### config.mk
export PLATFORM = sky130hd
export DESIGN_NAME = maj_vote_seq
export DESIGN_NICKNAME = d
export VERILOG_FILES = /design/src/rtl/maj_vote_pkg.sv /design/src/rtl/maj_lane_popcount.sv /design/src/rtl/maj_vote_seq.sv
export SDC_FILE = /design/constraint.sdc
export NUM_CORES = 1
export LEC_CHECK = 0
export CELL_PAD_IN_SITES_DETAIL_PLACEMENT = 0
export CELL_PAD_IN_SITES_GLOBAL_PLACEMENT = 1
export CORE_MARGIN = 3
export CORE_UTILIZATION = 25
export CTS_BUF_LIST = sky130_fd_sc_hd__clkbuf_16
export DETAILED_ROUTE_END_ITERATION = 6
export PLACE_DENSITY = 0.56
export SLEW_MARGIN = 20
export SYNTH_ARGS = -nofsm -noshare
export SYNTH_HDL_FRONTEND = slang
export SYNTH_SLANG_ARGS = --single-unit
### constraint.sdc
create_clock -name clk -period 3.7 [get_ports clk]
set_input_delay 0.925 -clock clk [delete_from_list [all_inputs] [get_ports clk]]
set_output_delay 0.925 -clock clk [all_outputs]
set_load 0.005 [all_outputs]
### src/rtl/maj_vote_pkg.sv
// maj_vote_pkg: shared state type and elaboration helpers for maj_vote_seq.
// Early scan termination is enabled by defining MAJ_VOTE_EARLY_EXIT_EN.
package maj_vote_pkg;

  typedef enum logic [1:0] {
    IDLE = 2'd0,
    SCAN = 2'd1,
    DONE = 2'd2
  } state_t;

  function automatic int cnt_w(input int w);
    return $clog2(w + 1);
  endfunction

  function automatic int grp_n(input int w, input int l);
    return (l < 1) ? 1 : (w + l - 1) / l;
  endfunction

  function automatic int idx_w(input int s);
    return (s > 1) ? $clog2(s) : 1;
  endfunction

  function automatic bit params_ok(
    input int w,
    input int l,
    input int t
  );
    return (w >= 1) && (w <= 64) &&
           (l >= 1) && (l <= w) &&
           (t >= 0) && (t <= w + 1);
  endfunction

endpackage

### src/rtl/maj_lane_popcount.sv
// maj_lane_popcount: ones count of the vote group selected by idx.
// The word is zero-extended to whole groups so the tail group is masked.
module maj_lane_popcount
  import maj_vote_pkg::*;
#(
  parameter int WIDTH = 5,
  parameter int LANES = 1,
  localparam int S  = grp_n(WIDTH, LANES),
  localparam int IW = idx_w(S),
  localparam int PW = $clog2(LANES + 1)
) (
  input  logic [WIDTH-1:0] word,
  input  logic [IW-1:0]    idx,
  output logic [PW-1:0]    pop
);

  localparam int PADW = S * LANES;

  logic [PADW-1:0]  padded;
  logic [LANES-1:0] grp;

  assign padded = PADW'(word);

  always_comb begin
    grp = '0;
    for (int g = 0; g < S; g++) begin
      if (idx == IW'(g)) begin
        grp = padded[g*LANES +: LANES];
      end
    end
  end

  always_comb begin
    pop = '0;
    for (int b = 0; b < LANES; b++) begin
      pop = pop + PW'(grp[b]);
    end
  end

endmodule

### src/rtl/maj_vote_seq.sv
// maj_vote_seq: LSB-first sequential vote counter with threshold decision.
// Define MAJ_VOTE_EARLY_EXIT_EN to stop the scan once the outcome is fixed.
module maj_vote_seq
  import maj_vote_pkg::*;
#(
  parameter int WIDTH  = 5,
  parameter int LANES  = 1,
  parameter int THRESH = WIDTH / 2 + 1,
  localparam int CW = cnt_w(WIDTH)
) (
  input  logic             clk,
  input  logic             reset,
  input  logic             in_valid,
  output logic             in_ready,
  input  logic [WIDTH-1:0] in,
  output logic             out_valid,
  input  logic             out_ready,
  output logic             out,
  output logic [CW-1:0]    count,
  output logic             early
);

  localparam int S  = grp_n(WIDTH, LANES);
  localparam int IW = idx_w(S);
  localparam int PW = $clog2(LANES + 1);
  // One extra bit so THRESH = WIDTH+1 compares without truncation.
  localparam int AW = CW + 1;

  localparam logic [IW-1:0] LAST = IW'(S - 1);
  localparam logic [AW-1:0] TH   = AW'(THRESH);

  if (!params_ok(WIDTH, LANES, THRESH)) begin : g_bad_params
    $error("maj_vote_seq: illegal WIDTH/LANES/THRESH");
  end

  state_t           state_q, state_d;
  logic [WIDTH-1:0] word_q, word_d;
  logic [IW-1:0]    idx_q, idx_d;
  logic [CW-1:0]    cnt_q, cnt_d, cnt_nx;
  logic [PW-1:0]    pop;
  logic             out_q, out_d;

`ifdef MAJ_VOTE_EARLY_EXIT_EN
  localparam logic [AW-1:0] LN = AW'(LANES);

  logic [AW-1:0] left_q, left_d, left_nx;
  logic          early_q, early_d;
  logic          hit, miss;
`endif

  maj_lane_popcount #(
    .WIDTH (WIDTH),
    .LANES (LANES)
  ) u_pop (
    .word (word_q),
    .idx  (idx_q),
    .pop  (pop)
  );

  always_comb begin
    state_d = state_q;
    word_d  = word_q;
    idx_d   = idx_q;
    cnt_d   = cnt_q;
    out_d   = out_q;
    cnt_nx  = cnt_q + CW'(pop);
`ifdef MAJ_VOTE_EARLY_EXIT_EN
    left_d  = left_q;
    early_d = early_q;
    // Bits still unscanned once the current group is added.
    left_nx = (left_q > LN) ? left_q - LN : '0;
    hit     = {1'b0, cnt_nx} >= TH;
    miss    = ({1'b0, cnt_nx} + left_nx) < TH;
`endif
    unique case (state_q)
      IDLE: begin
        if (in_valid) begin
          state_d = SCAN;
          word_d  = in;
          idx_d   = '0;
          cnt_d   = '0;
          out_d   = 1'b0;
`ifdef MAJ_VOTE_EARLY_EXIT_EN
          left_d  = AW'(WIDTH);
          early_d = 1'b0;
`endif
        end
      end
      SCAN: begin
        cnt_d = cnt_nx;
        idx_d = idx_q + IW'(1);
`ifdef MAJ_VOTE_EARLY_EXIT_EN
        left_d = left_nx;
        if (hit || miss) begin
          state_d = DONE;
          out_d   = hit;
          early_d = (idx_q != LAST);
        end
`else
        if (idx_q == LAST) begin
          state_d = DONE;
          out_d   = {1'b0, cnt_nx} >= TH;
        end
`endif
      end
      DONE: begin
        if (out_ready) begin
          state_d = IDLE;
        end
      end
      default: state_d = IDLE;
    endcase
  end

  always_ff @(posedge clk) begin
    if (reset) begin
      state_q <= IDLE;
      word_q  <= '0;
      idx_q   <= '0;
      cnt_q   <= '0;
      out_q   <= 1'b0;
`ifdef MAJ_VOTE_EARLY_EXIT_EN
      left_q  <= '0;
      early_q <= 1'b0;
`endif
    end else begin
      state_q <= state_d;
      word_q  <= word_d;
      idx_q   <= idx_d;
      cnt_q   <= cnt_d;
      out_q   <= out_d;
`ifdef MAJ_VOTE_EARLY_EXIT_EN
      left_q  <= left_d;
      early_q <= early_d;
`endif
    end
  end

  assign in_ready  = (state_q == IDLE);
  assign out_valid = (state_q == DONE);
  assign out       = out_q;
  assign count     = cnt_q;

`ifdef MAJ_VOTE_EARLY_EXIT_EN
  assign early = early_q;
`else
  assign early = 1'b0;
`endif

endmodule
==> After elaboration in Yosys (flattened, before gate mapping) <==
Index checks and enable logic that the tools add are counted.
W data, S select, Z words.
{ "classes": {"add_sub_neg": 2, "n_mul": 0, "div_mod_pow": 0, "magnitude_cmp": 1, "eq_ne": 9, "shift": 0, "muxes": 15, "bitwise_logic": 0, "reduce_logical": 7} }
{ "op_table": {"columns": ["cell", "n"], "rows": [
  ["$pmux W3 S2", 2],
  ["$mux W1", 7],
  ["$eq A3 B2 Y1 const B", 2],
  ["$mux W2", 3],
  ["$pmux W2 S3", 1],
  ["$reduce_and A3 Y1", 2],
  ["$ne A2 B2 Y1 const B", 2],
  ["$reduce_and A2 Y1", 2],
  ["$add A3 B1 Y3", 1],
  ["$add A3 B1 Y3 const B", 1],
  ["$eq A3 B1 Y1 const B", 1],
  ["$eq A3 B3 Y1 const B", 1],
  ["$ge A3 B2 Y1 const B", 1],
  ["$logic_not A3 Y1", 1],
  ["$mux W3", 1],
  ["$eq A2 B1 Y1 const B", 1],
  ["$eq A2 B2 Y1 const B", 1],
  ["$logic_not A2 Y1", 1],
  ["$ne A2 B1 Y1 const B", 1],
  ["$pmux W1 S2", 1],
  ["$reduce_bool A2 Y1", 1]
]} }
{ "totals": {"regBits": 14, "latchBits": 0, "mem_bits_rw": 0, "rom_bits": 0, "inputBits": 9, "output_inout_bits": 7, "elab_cells": 39, "memories": 0} }

==> Logic depth before layout (Yosys ltp) <==
{ "depth": {"ltp_word": 10, "depth_mapped": 10} }

==> By module <==
From an unflattened synthesis, not the netlist that was laid out.
{ "unflattened": {"cells_unflattened": 76, "area_unflattened_um2": 715.7} }
{ "modules_own_cells": {"columns": ["mod", "n_inst", "cells_per_inst", "area_per_inst_um2", "seq_area_each_um2"], "rows": [
  ["maj_vote_seq", 1, 70, 661.9, 280.3],
  ["maj_lane_popcount", 1, 6, 53.8, 0.0]
]} }

==> Least setup slack after synthesis <==
OpenSTA, ideal clock, no wires.
{ "synth_path": {"kind": "register -> register", "startpoint": "register idx_q[0]", "endpoint": "register cnt_q[2] (netlist: count[2])", "setup_time_ns": 0.070, "t_arrival_ns": 1.888, "required_time_ns": 3.630, "setup_slack_ns": 1.742, "stages_incl_launch_ff": 11, "n_path_buf": 0, "path_cell_list": "dfxtp_1 inv_1 ha_1 nor2b_1 a2111oi_0 a311o_1 ha_1 ha_1 nor3b_1 o21ai_0 a21oi_1"} }
{ "synth_via": {"elab_chain_len": 8} }
{ "synth_rtl": {"columns": ["item", "line_no", "text"], "rows": [
  ["from (decl)", "maj_vote_seq.sv:38", "logic [IW-1:0] idx_q, idx_d;"],
  ["from (signal assigned)", "maj_vote_seq.sv:129", "idx_q <= idx_d;"],
  ["$logic_not A3 Y1", "maj_lane_popcount.sv:27", "if (idx == IW'(g)) begin"],
  ["$mux W1 (4 in a row)", "maj_lane_popcount.sv:27", null],
  ["$mux W1 *", "maj_lane_popcount.sv:27", null],
  ["$add A3 B1 Y3 *", "maj_vote_seq.sv:66", "cnt_nx = cnt_q + CW'(pop);"],
  ["$pmux W3 S2 *", "maj_vote_seq.sv:75", "unique case (state_q)"],
  ["to (signal assigned)", "maj_vote_seq.sv:130", "cnt_q <= cnt_d;"],
  ["to (decl)", "maj_vote_seq.sv:39", "logic [CW-1:0] cnt_q, cnt_d, cnt_nx;"]
]} }
Mark *: on every way between the ends. The rest lies on a longest branch, timed or not.
A chain may end at the register's enable or synchronous reset.

==> Final worst setup path <==
{ "layout_path": {"startpoint": "register state_q[1]", "endpoint": "output port out_valid"} }
{ "layout_via": {"elab_chain_len": 1} }
{ "layout_rtl": {"columns": ["item", "line_no", "text"], "rows": [
  ["from (decl)", "maj_vote_seq.sv:36", "state_t state_q, state_d;"],
  ["from (signal assigned)", "maj_vote_seq.sv:127", "state_q <= state_d;"],
  ["$eq A2 B2 Y1", "maj_vote_seq.sv:140", "assign out_valid = (state_q == DONE);"],
  ["to (decl)", "maj_vote_seq.sv:16", "output logic out_valid,"]
]} }
Every way passes these cells.

==> results_dict.tcl <==
set metrics [dict create \
    status "finished clean" \
    ys_types 26 \
    finalCriticalPeriod_ps 2359 \
    synthCells 75 \
    clockRootBuffer "clkbuf_16" \
    place_inst 116 \
    core-area_um2 2590 \
    die_area_um2 3541 \
    async_flop_share 0 \
    grt_pass1_wl_um 2504 \
    drtIter0Drc 14 \
    synth_xor_area_frac 0.01224 \
    setup_viol 0 \
    r2r_setup_slack_ps 1440 \
    post_cts_buffers 0 \
    path_cells "and2b_1 > clkdlybuf4s50_1" \
    cp.buffers_inverters 1 \
    start_kind "flop" \
    diodes 0 \
    yosys.area_share.simple 0.1888 \
    reg2reg_from "idx_q[1]" \
    cp-end-kind "output pin" \
    syn_area_um2 715.7 \
    clock_sinks 14 \
    leakage_uw 0.0003781 \
    clk_pin_slew_worst_paths_ps 40 \
    reg2reg_depth 10 \
    synth-main-ff-cell "dfxtp_1" \
    synth_top_family_by_area "simple AND/OR/NAND/NOR gates" \
    crit_fanout 7 \
    finClkSkew_ps 2.219 \
    dpl-instance-area_um2 870.8 \
    stdcell_count 119 \
    h-tree-depth 1 \
    yosysSeqAreaShare 0.3916 \
    setup_tns_ps 0 \
    drc_errors 0 \
    timing.slew.headroom 0.6193 \
    hold_path_end "out" \
    gr-total-overflow 0 \
    layout-drive-gt1-share 0.04494 \
    io_buffers 14 \
    die_w_um 59.51 \
    hold_path.class "reg2reg" \
    crit_family "buffers and inverters" \
    ys_seq_elements 14 \
    dr.pass1.iters 3 \
    clk-insertion-delay-late_ps 240 \
    place_hpwl_um 1085 \
    die_h_um 59.51 \
    nNetsFinal 107 \
    power_density_nw_per_um2 422.5 \
    clockBufferDepth 2 \
    ant_nets 0 \
    synthAdderAreaFrac 0.1224 \
    grt_pass1_vias 543 \
    antenna_found_initial 0 \
    cp.arrival_ps 1430 \
    synth_area_per_cell_um2 9.542 \
    hold_viol_final 0 \
    grtUsageTotal 0.09460 \
    vdd_drop_max_uv 285.8 \
    hp-start "out" \
    detail_route.wl_per_cell_um 12.54 \
    fmax_ghz 0.4239 \
    num_vias 561 \
    postCtsHoldBufs 0 \
    synth_compound_area_frac 0.1434 \
    max_cap_violations 0 \
    syn_nets 91 \
    drt-total-wl_um 1492 \
    tightest_slew_ps 569.3 \
    hold_depth 2 \
    cp.required_ps 2770 \
    worstSetupPathType "reg2out" \
    cts_tree "yes" \
    gp_congestion 0.6554 \
    critPathSlowestCell "clkdlybuf4s50_1" \
    holdWs_ps 490.7 \
    drt-vias-per-instance 4.714 \
    drv_slew 0 \
    syn_to_final_growth_pct 32.17 \
    cts_resized 0 \
    synth_edf_count 0 \
    r2r_end "count[2]" \
    rsz0062_at_grt "no" \
    numCtsBuffers 3 \
    io_pins 16 \
    synth-warning-count 0 \
    final_area_um2 945.9 \
    std_cell_rows 18 \
    synth_mux_area_frac 0.08392 \
    max_stage_delay_ps 510 \
    fin_crit_sh 0.6376 \
    start_util 0.2763 \
    grt_max_degree 15 \
]
-- worst reg2reg max path, cell delays in order (launching register included) --
cell and delay, ps:
dfxtp_1 370, inv_1 80, ha_1 190, nand3b_1 150, a2111oi_0 450, a311o_1 210, ha_1 150, ha_1 190
nor3b_1 170, o21ai_0 100, a21oi_1 140
-- layout by cell type (no fill, tap or decap) --
cell,count
a2111oi_0,1
a21o_1,1
a21oi_1,5
a22oi_1,4
a311o_1,1
a311oi_1,1
and2b_1,1
clkbuf_16,3
clkdlybuf4s50_1,14
conb_1,1
dfxtp_1,14
ha_1,7
inv_1,4
mux2i_1,6
nand2_1,3
nand2b_1,1
nand3b_1,2
nand4b_1,1
nor2_1,11
nor2b_1,3
nor3b_1,1
nor3b_4,1
o21ai_0,1
o21bai_1,1
xnor2_1,1
-- power by group --
group	internal (µW)	switching, µW
Combinational	21.9	17.6
Sequential	157	5.27
Clock	141	56.8
-- through the flow --
stage,util,setup WS [ps],total power [µW]
finish,0.3652,1341,399.6
detailed placement,0.3362,1416,205.1
CTS,0.3652,1330,405.2
floorplan,-,1742,189.5
global route,0.3652,1200,415.5
global placement,0.3362,1412,205.2
-- cell usage after synthesis, types with 2 or more instances --
cell type	number	area (µm²)
mux2i_1	6	60.06
ha_1	7	87.58
nor2_1	11	41.29
nor2b_1	3	18.77
a22oi_1	4	30.03
dfxtp_1	14	280.3
nand2_1	3	11.26
inv_1	4	15.01
nand3b_1	2	15.01
a21oi_1	5	25.02
-- state kept, by name, summed over array words and instances (netlist names) --
name and flops:
count 3, idx_q 3, word_q 5, state_q 2, out 1
-- metal layers --
layer / up-vias / part of all wire / global-route usage
met5: - / 0 / 0
met3: 0 / 0.042 / 0.04139
met2: 10 / 0.47 / 0.1388
met1: 261 / 0.49 / 0.1286
met4: 0 / 0 / 0.01899
li1: 290 / - / -
-- how the worst max path moves through the flow --
stage	to	from	depth (start not counted)
floorplan	count[2]	idx_q[0]	10
global placement	count[2]	idx_q[0]	10
detailed placement	word_q[2]	in_valid	4
CTS	out_valid	state_q[1]	2
global route	count[2]	idx_q[0]	10
finish	out_valid	state_q[1]	2
-- kinds of logic after synthesis --
group           after synthesis
simple gates                 24
mux                           6
buf+inv                       7
xor+xnor                      1
compound gates               15
other cells                   1
fa+ha+maj                     7
flops                        14
-- area by class of cell --
cell class                      count  area, µm²
Clock buffer                        3      75.07
Fill cell                         280       1644
Inverter                            4      15.01
Multi-Input combinational cell     54      397.9
Sequential cell                    14      280.3
Tap cell                           30      37.54
Timing Repair Buffer               14      140.1
(Power assumes the default switching activity.)
